$ cat src/rtl/dpram_pkg.sv
// Shared definitions for the dual-port RAM and its copy engine: default widths,
// engine state encoding and the forward-overlap test used to reject unsafe copies.
package dpram_pkg;

    localparam int DPRAM_ADDR_W = 10;
    localparam int DPRAM_DATA_W = 8;
    localparam int DPRAM_SUM_W  = 16;

    typedef enum logic [1:0] {
        ST_IDLE = 2'd0,
        ST_RUN  = 2'd1,
        ST_FIN  = 2'd2
    } state_e;

    // A forward copy is unsafe when the destination starts inside the not-yet-read
    // part of the source: 0 < (dst - src) mod depth < len.
    function automatic logic fwd_overlap(input logic [31:0] diff, input logic [31:0] len);
        return (diff != 32'd0) && (diff < len);
    endfunction

endpackage

$ cat src/rtl/dpram_copy_engine.sv
// Block copy engine: streams len bytes from src_base to dst_base through a dual-port RAM
// (read on port 1, write on port 2) at one byte per clock, summing the bytes it writes.
module dpram_copy_engine
    import dpram_pkg::*;
#(
    parameter int ADDR_W = DPRAM_ADDR_W,
    parameter int DATA_W = DPRAM_DATA_W,
    parameter int SUM_W  = DPRAM_SUM_W
) (
    input  logic              clk,
    input  logic              rst_n,
    input  logic              start,
    input  logic              abort,
    input  logic [ADDR_W-1:0] src_base,
    input  logic [ADDR_W-1:0] dst_base,
    input  logic [ADDR_W:0]   len,
    output logic              busy,
    output logic              done,
    output logic              err,
    output logic [SUM_W-1:0]  checksum,
    output logic              ram_en1,
    output logic [ADDR_W-1:0] ram_addr1,
    input  logic [DATA_W-1:0] ram_dout1,
    output logic              ram_en2,
    output logic [ADDR_W-1:0] ram_addr2,
    output logic [DATA_W-1:0] ram_din2,
    output state_e            dbg_state
);

    // Control protocol: start is a pulse looked at only in IDLE; an accepted request raises
    // busy on the next cycle, and exactly one of done or err pulses for every request that
    // is not aborted. start while busy is dropped, not queued.

    localparam logic [ADDR_W:0]   LEN_MAX = {1'b1, {ADDR_W{1'b0}}};
    localparam logic [ADDR_W:0]   CNT_ONE = (ADDR_W + 1)'(1);
    localparam logic [ADDR_W-1:0] PTR_ONE = ADDR_W'(1);

    state_e            state_q, state_d;
    logic [ADDR_W-1:0] rd_ptr_q, rd_ptr_d;
    logic [ADDR_W-1:0] wr_ptr_q, wr_ptr_d;
    logic [ADDR_W:0]   rd_cnt_q, rd_cnt_d;
    logic [ADDR_W:0]   wr_cnt_q, wr_cnt_d;
    logic [SUM_W-1:0]  sum_q, sum_d;
    logic              en2_q, en2_d;
    logic              err_q, err_d;
    logic [ADDR_W-1:0] diff;
    logic              hazard;

    assign diff   = dst_base - src_base;
    assign hazard = fwd_overlap(32'(diff), 32'(len));

    always_ff @(posedge clk or negedge rst_n) begin
        if (!rst_n) begin
            state_q  <= ST_IDLE;
            rd_ptr_q <= '0;
            wr_ptr_q <= '0;
            rd_cnt_q <= '0;
            wr_cnt_q <= '0;
            sum_q    <= '0;
            en2_q    <= 1'b0;
            err_q    <= 1'b0;
        end else begin
            state_q  <= state_d;
            rd_ptr_q <= rd_ptr_d;
            wr_ptr_q <= wr_ptr_d;
            rd_cnt_q <= rd_cnt_d;
            wr_cnt_q <= wr_cnt_d;
            sum_q    <= sum_d;
            en2_q    <= en2_d;
            err_q    <= err_d;
        end
    end

    always_comb begin
        state_d  = state_q;
        rd_ptr_d = rd_ptr_q;
        wr_ptr_d = wr_ptr_q;
        rd_cnt_d = rd_cnt_q;
        wr_cnt_d = wr_cnt_q;
        sum_d    = sum_q;
        en2_d    = 1'b0;
        err_d    = 1'b0;

        unique case (state_q)
            ST_IDLE: begin
                if (start) begin
                    if (len > LEN_MAX) begin
                        err_d = 1'b1;
                    end else if (hazard) begin
                        err_d = 1'b1;
                    end else if (len == '0) begin
                        sum_d   = '0;
                        state_d = ST_FIN;
                    end else begin
                        rd_ptr_d = src_base;
                        wr_ptr_d = dst_base;
                        rd_cnt_d = len;
                        wr_cnt_d = len;
                        sum_d    = '0;
                        state_d  = ST_RUN;
                    end
                end
            end

            ST_RUN: begin
                // Read data arrives a cycle after its address, so a read issued at this
                // edge becomes a write one cycle later.
                if (rd_cnt_q != '0) begin
                    rd_ptr_d = rd_ptr_q + PTR_ONE;
                    rd_cnt_d = rd_cnt_q - CNT_ONE;
                    en2_d    = 1'b1;
                end
                if (en2_q) begin
                    wr_ptr_d = wr_ptr_q + PTR_ONE;
                    wr_cnt_d = wr_cnt_q - CNT_ONE;
                    sum_d    = sum_q + SUM_W'(ram_dout1);
                    if (wr_cnt_q == CNT_ONE) begin
                        state_d = ST_FIN;
                    end
                end
                // The write already on the port at this edge still lands and is counted.
                if (abort) begin
                    en2_d   = 1'b0;
                    state_d = ST_IDLE;
                end
            end

            ST_FIN: begin
                state_d = ST_IDLE;
            end

            default: begin
                state_d = ST_IDLE;
            end
        endcase
    end

    assign busy      = (state_q == ST_RUN);
    assign done      = (state_q == ST_FIN);
    assign err       = err_q;
    assign checksum  = sum_q;
    assign ram_en1   = 1'b0;
    assign ram_addr1 = rd_ptr_q;
    assign ram_en2   = en2_q;
    assign ram_addr2 = wr_ptr_q;
    assign ram_din2  = ram_dout1;
    assign dbg_state = state_q;

endmodule

$ cat config.mk
export PLATFORM = sky130hd
export DESIGN_NAME = dpram_copy_engine
export DESIGN_NICKNAME = d
export VERILOG_FILES = /design/src/rtl/dpram_pkg.sv /design/src/rtl/dpram_copy_engine.sv
export SDC_FILE = /design/constraint.sdc
export NUM_CORES = 1
export LEC_CHECK = 0
export BUFFER_PORTS_ARGS = -buffer_cell sky130_fd_sc_hd__buf_4
export CORE_ASPECT_RATIO = 0.5
export CORE_MARGIN = 8
export CORE_UTILIZATION = 51
export DETAILED_ROUTE_END_ITERATION = 10
export HOLD_SLACK_MARGIN = 0.02
export PLACE_DENSITY_LB_ADDON = 0.05
export RECOVER_POWER = 25
export SLEW_MARGIN = 25
export SYNTH_ARGS = -nofsm -noshare
export SYNTH_HDL_FRONTEND = slang
export SYNTH_SLANG_ARGS = --single-unit
$ cat constraint.sdc
create_clock -name clk -period 2.4 [get_ports clk]
set_input_delay 0.12 -clock clk [delete_from_list [all_inputs] [get_ports clk]]
set_output_delay 0.12 -clock clk [all_outputs]
set_load 0.005 [all_outputs]
==> flow_metrics.env <==
export IMPL_outcome="complete, but fails checks"
export IMPL_violations="setup timing"
export IMPL_yosysUniqueCellTypes=72
export IMPL_routed_wl_um=18100
export IMPL_first_global_vias=5683
export IMPL_clock_latency_ns=0.34
export IMPL_dp_hpwl_um=11000
export IMPL_die_area_sq_um=12900
export IMPL_final_seq_area_sq_um=1550
export IMPL_cts_tree="done"
export IMPL_path_clk_slew_ns=0.06
export IMPL_synth_top_area_frac=0.325
export IMPL_placementRows=25
export IMPL_slowest_delay_ns=0.30
export IMPL_worstMarginPinSlew_ns=0.859
export IMPL_die_w_um=153
export IMPL_clock_path_buffers=2
export IMPL_hp_start="src_base[3]"
export IMPL_critical_path_endpoint_type="flip-flop"
export IMPL_maxCapViolCount=0
export IMPL_postSynthCellCount=580
export IMPL_grt_pass1_wl_um=28200
export IMPL_hold_path_end="ram_addr1[3]"
export IMPL_arrival_ns=3.19
export IMPL_initial_utilization=0.514
export IMPL_yosysSeqAreaShare=0.325
export IMPL_die_h_um=84.5
export IMPL_drtIter0Drc=508
export IMPL_path_class="in2reg"
export IMPL_pre_cts_slack_ns=-0.947
export IMPL_finClkSkew_ns=0.00505
export IMPL_cts_sinks=62
export IMPL_pwr_density_cell_nw_per_um2=883
export IMPL_syn_area_per_cell_sq_um=8.24
export IMPL_setup_violations=61
export IMPL_htreeDepth=3
export IMPL_fin_nets=833
export IMPL_synth_edf_count=0
export IMPL_synth_top_area_cell="dfrtp_1"
export IMPL_maxSlewHeadroom=0.427
export IMPL_avgRoutedWirePerCell_um=20.6
export IMPL_fin_crit_ns=2.92
export IMPL_worstReg2RegStart="rd_cnt_q[0]"
export IMPL_gr_total_overflow=0
export IMPL_multi_input_area_sq_um=3640
export IMPL_synth_seq_cells=62
export IMPL_yosysMostFrequentCell="dfrtp_1"
export IMPL_power_total_w=0.00664
export IMPL_crit_chain="buf_4 -> inv_1 -> ha_4 -> a21o_1 -> nand2_1 -> nand4b_1 -> a21oi_2 -> nand2b_1 -> ha_1 -> a21o_1 -> a21oi_2 -> o21a_1 -> and2_1 -> o41a_1 -> or2_4 -> buf_6 -> buf_16 -> o21ai_2"
export IMPL_slowest_stage="or2_4"
export IMPL_gp_congestion=0.870
export IMPL_via_per_inst=6.36
export IMPL_critPathLaunchType="input pin"
export IMPL_cts_root_buffer="clkbuf_16"
export IMPL_area_delta_synth_final_pct=57.3
export IMPL_max_vdd_ir_drop_mv=0.494
export IMPL_postRouteAntennaNets=0
export IMPL_r2r_slack_ns=-0.16
export IMPL_finalSetupTns_ns=-23.53
export IMPL_fin_util=0.809
export IMPL_finalCritPeriodShare=1.22
export IMPL_numCtsBuffers=9
export IMPL_vias=5606
export IMPL_synthTopCellsByArea="dfrtp_1 (32%), ha_1 (8.1%), o21ai_0 (6.1%)"
export IMPL_fin_ws_ns=-0.525
export IMPL_slew_violations=0
export IMPL_grt_max_degree=75
export IMPL_hold_depth=3
export IMPL_place_inst=845
export IMPL_fin_cells=882
export IMPL_io_pins=94
export IMPL_rsz0062_at_grt="true"
export IMPL_leakage_nw=3.39
export IMPL_worst_path_max_fanout=5
export IMPL_syn_area_sq_um=4780
export IMPL_antenna_found_initial=0
export IMPL_drive_gt1_frac=0.444
export IMPL_first_pass_iters=5
export IMPL_worstPathRequired_ns=2.66
export IMPL_r2r_end="ram_addr1[9]"
export IMPL_grtUsageTotal=0.267
export IMPL_synth_commonest_cells="dfrtp_1 (62), o21ai_0 (58), nor2_1 (56)"
export IMPL_hold_class="in2reg"
export IMPL_fmax_mhz=342
export IMPL_port_buffer_count=92
export IMPL_ys_flop_type="dfrtp_1"
export IMPL_fill_cells=585
export IMPL_yosys_warnings=0
export IMPL_antenna_cells=0
export IMPL_reg2reg_depth=12
export IMPL_core_sq_um=9290
export IMPL_synthArstFlopShare=1.00
export IMPL_syn_num_nets=656
export IMPL_route_detailed_drc=0
export IMPL_finalHoldViolCount=0
[where the power goes]
group	internal, W	total, W	switching [W]
registers	0.00145	0.00200	0.000552
clock network	0.000748	0.00124	0.000494
logic	0.00173	0.00340	0.00167
[cells in the final DEF, fill, tap and decap left out, types with 7 or more instances in the layout]
cell       instances
dfrtp_1           62
o21ai_1           11
o31ai_2           11
o21ai_0           30
buf_4            142
o22ai_1            7
o21ai_2           25
a31oi_1           13
a21oi_1           31
clkbuf_16          9
nand3_1           14
buf_12             7
ha_1              24
inv_1             34
o31ai_4           13
buf_6             17
nand2_1           31
ha_4               7
nor2_1            53
clkbuf_4          23
nor3_1             8
a21oi_2            8
[per-stage QoR]
stage | hold WS [ns] | instance area (sq um)
CTS | 0.0815 | 7260
global placement | 0.272 | 6180
global route | 0.0967 | 7520
detailed placement | 0.278 | 6180
finish | 0.0844 | 7520
floorplan | -0.176 | 4880
[critical path, delay by kind of cell]
kind | cells | cell delay, ns
AOI/OAI and AO/OA | 7 | 1.15
adders and majority gates | 2 | 0.42
buffers and inverters | 4 | 0.50
and+or+nand+nor | 5 | 0.99
[how the worst max path moves through the flow]
stage                   end  slack, ns  depth (start not counted)         from
6_report       ram_addr1[9]      -0.52                         18  src_base[3]
2_1_floorplan  ram_addr1[3]      -0.48                         17  dst_base[0]
3_3_place_gp   checksum[13]      -0.78                         15  src_base[1]
3_5_place_dp   ram_addr2[0]      -0.95                         16  src_base[1]
5_1_grt        ram_addr1[8]      -0.64                         18  src_base[3]
4_1_cts         rd_cnt_q[3]      -0.30                         18  dst_base[0]
[flip-flops by register name, summed over array words and instances (netlist names)]
name	count
ram_addr1	10
dbg_state	2
ram_en2	1
rd_cnt_q	11
checksum	16
err	1
wr_cnt_q	11
ram_addr2	10
[cell families (layout without fill, tap and decap cells)]
family,Yosys count,in the layout,share of synthesized area
and+or+nand+nor,182,182,0.198
xor gates and xnor gates,11,11,0.0202
adders and majority gates,33,33,0.0895
muxes,2,2,0.00471
AOI/OAI and AO/OA,214,214,0.288
other,1,1,0.000785
DFF,62,62,0.325
buffers and inverters,75,256,0.0741
[final cells by class]
class / count / area share
clock buffer: 12 / 0.0341
clock inverter: 3 / 0.00266
inverter: 38 / 0.0210
multi-input combinational: 443 / 0.484
sequential: 62 / 0.206
tap: 121 / 0.0201
timing repair buffer: 203 / 0.231
[repair_timing]
action	in CTS	in global routing
endpoints found under the setup margin	61	61
endpoints found under the hold margin	63	0
buffers inserted	12	7
pin swaps	54	23
hold buffers	2	0
cloned	4	0
resized for setup	146	54
[routing by layer]
metal	global-route usage	vias up	part of all wire
li1	-	2511	-
met5	0	-	0
met4	0.119	0	0.038
met3	0.0671	68	0.080
met1	0.323	2715	0.41
met2	0.445	312	0.47
No activity file was read; power rests on OpenSTA's default activity.
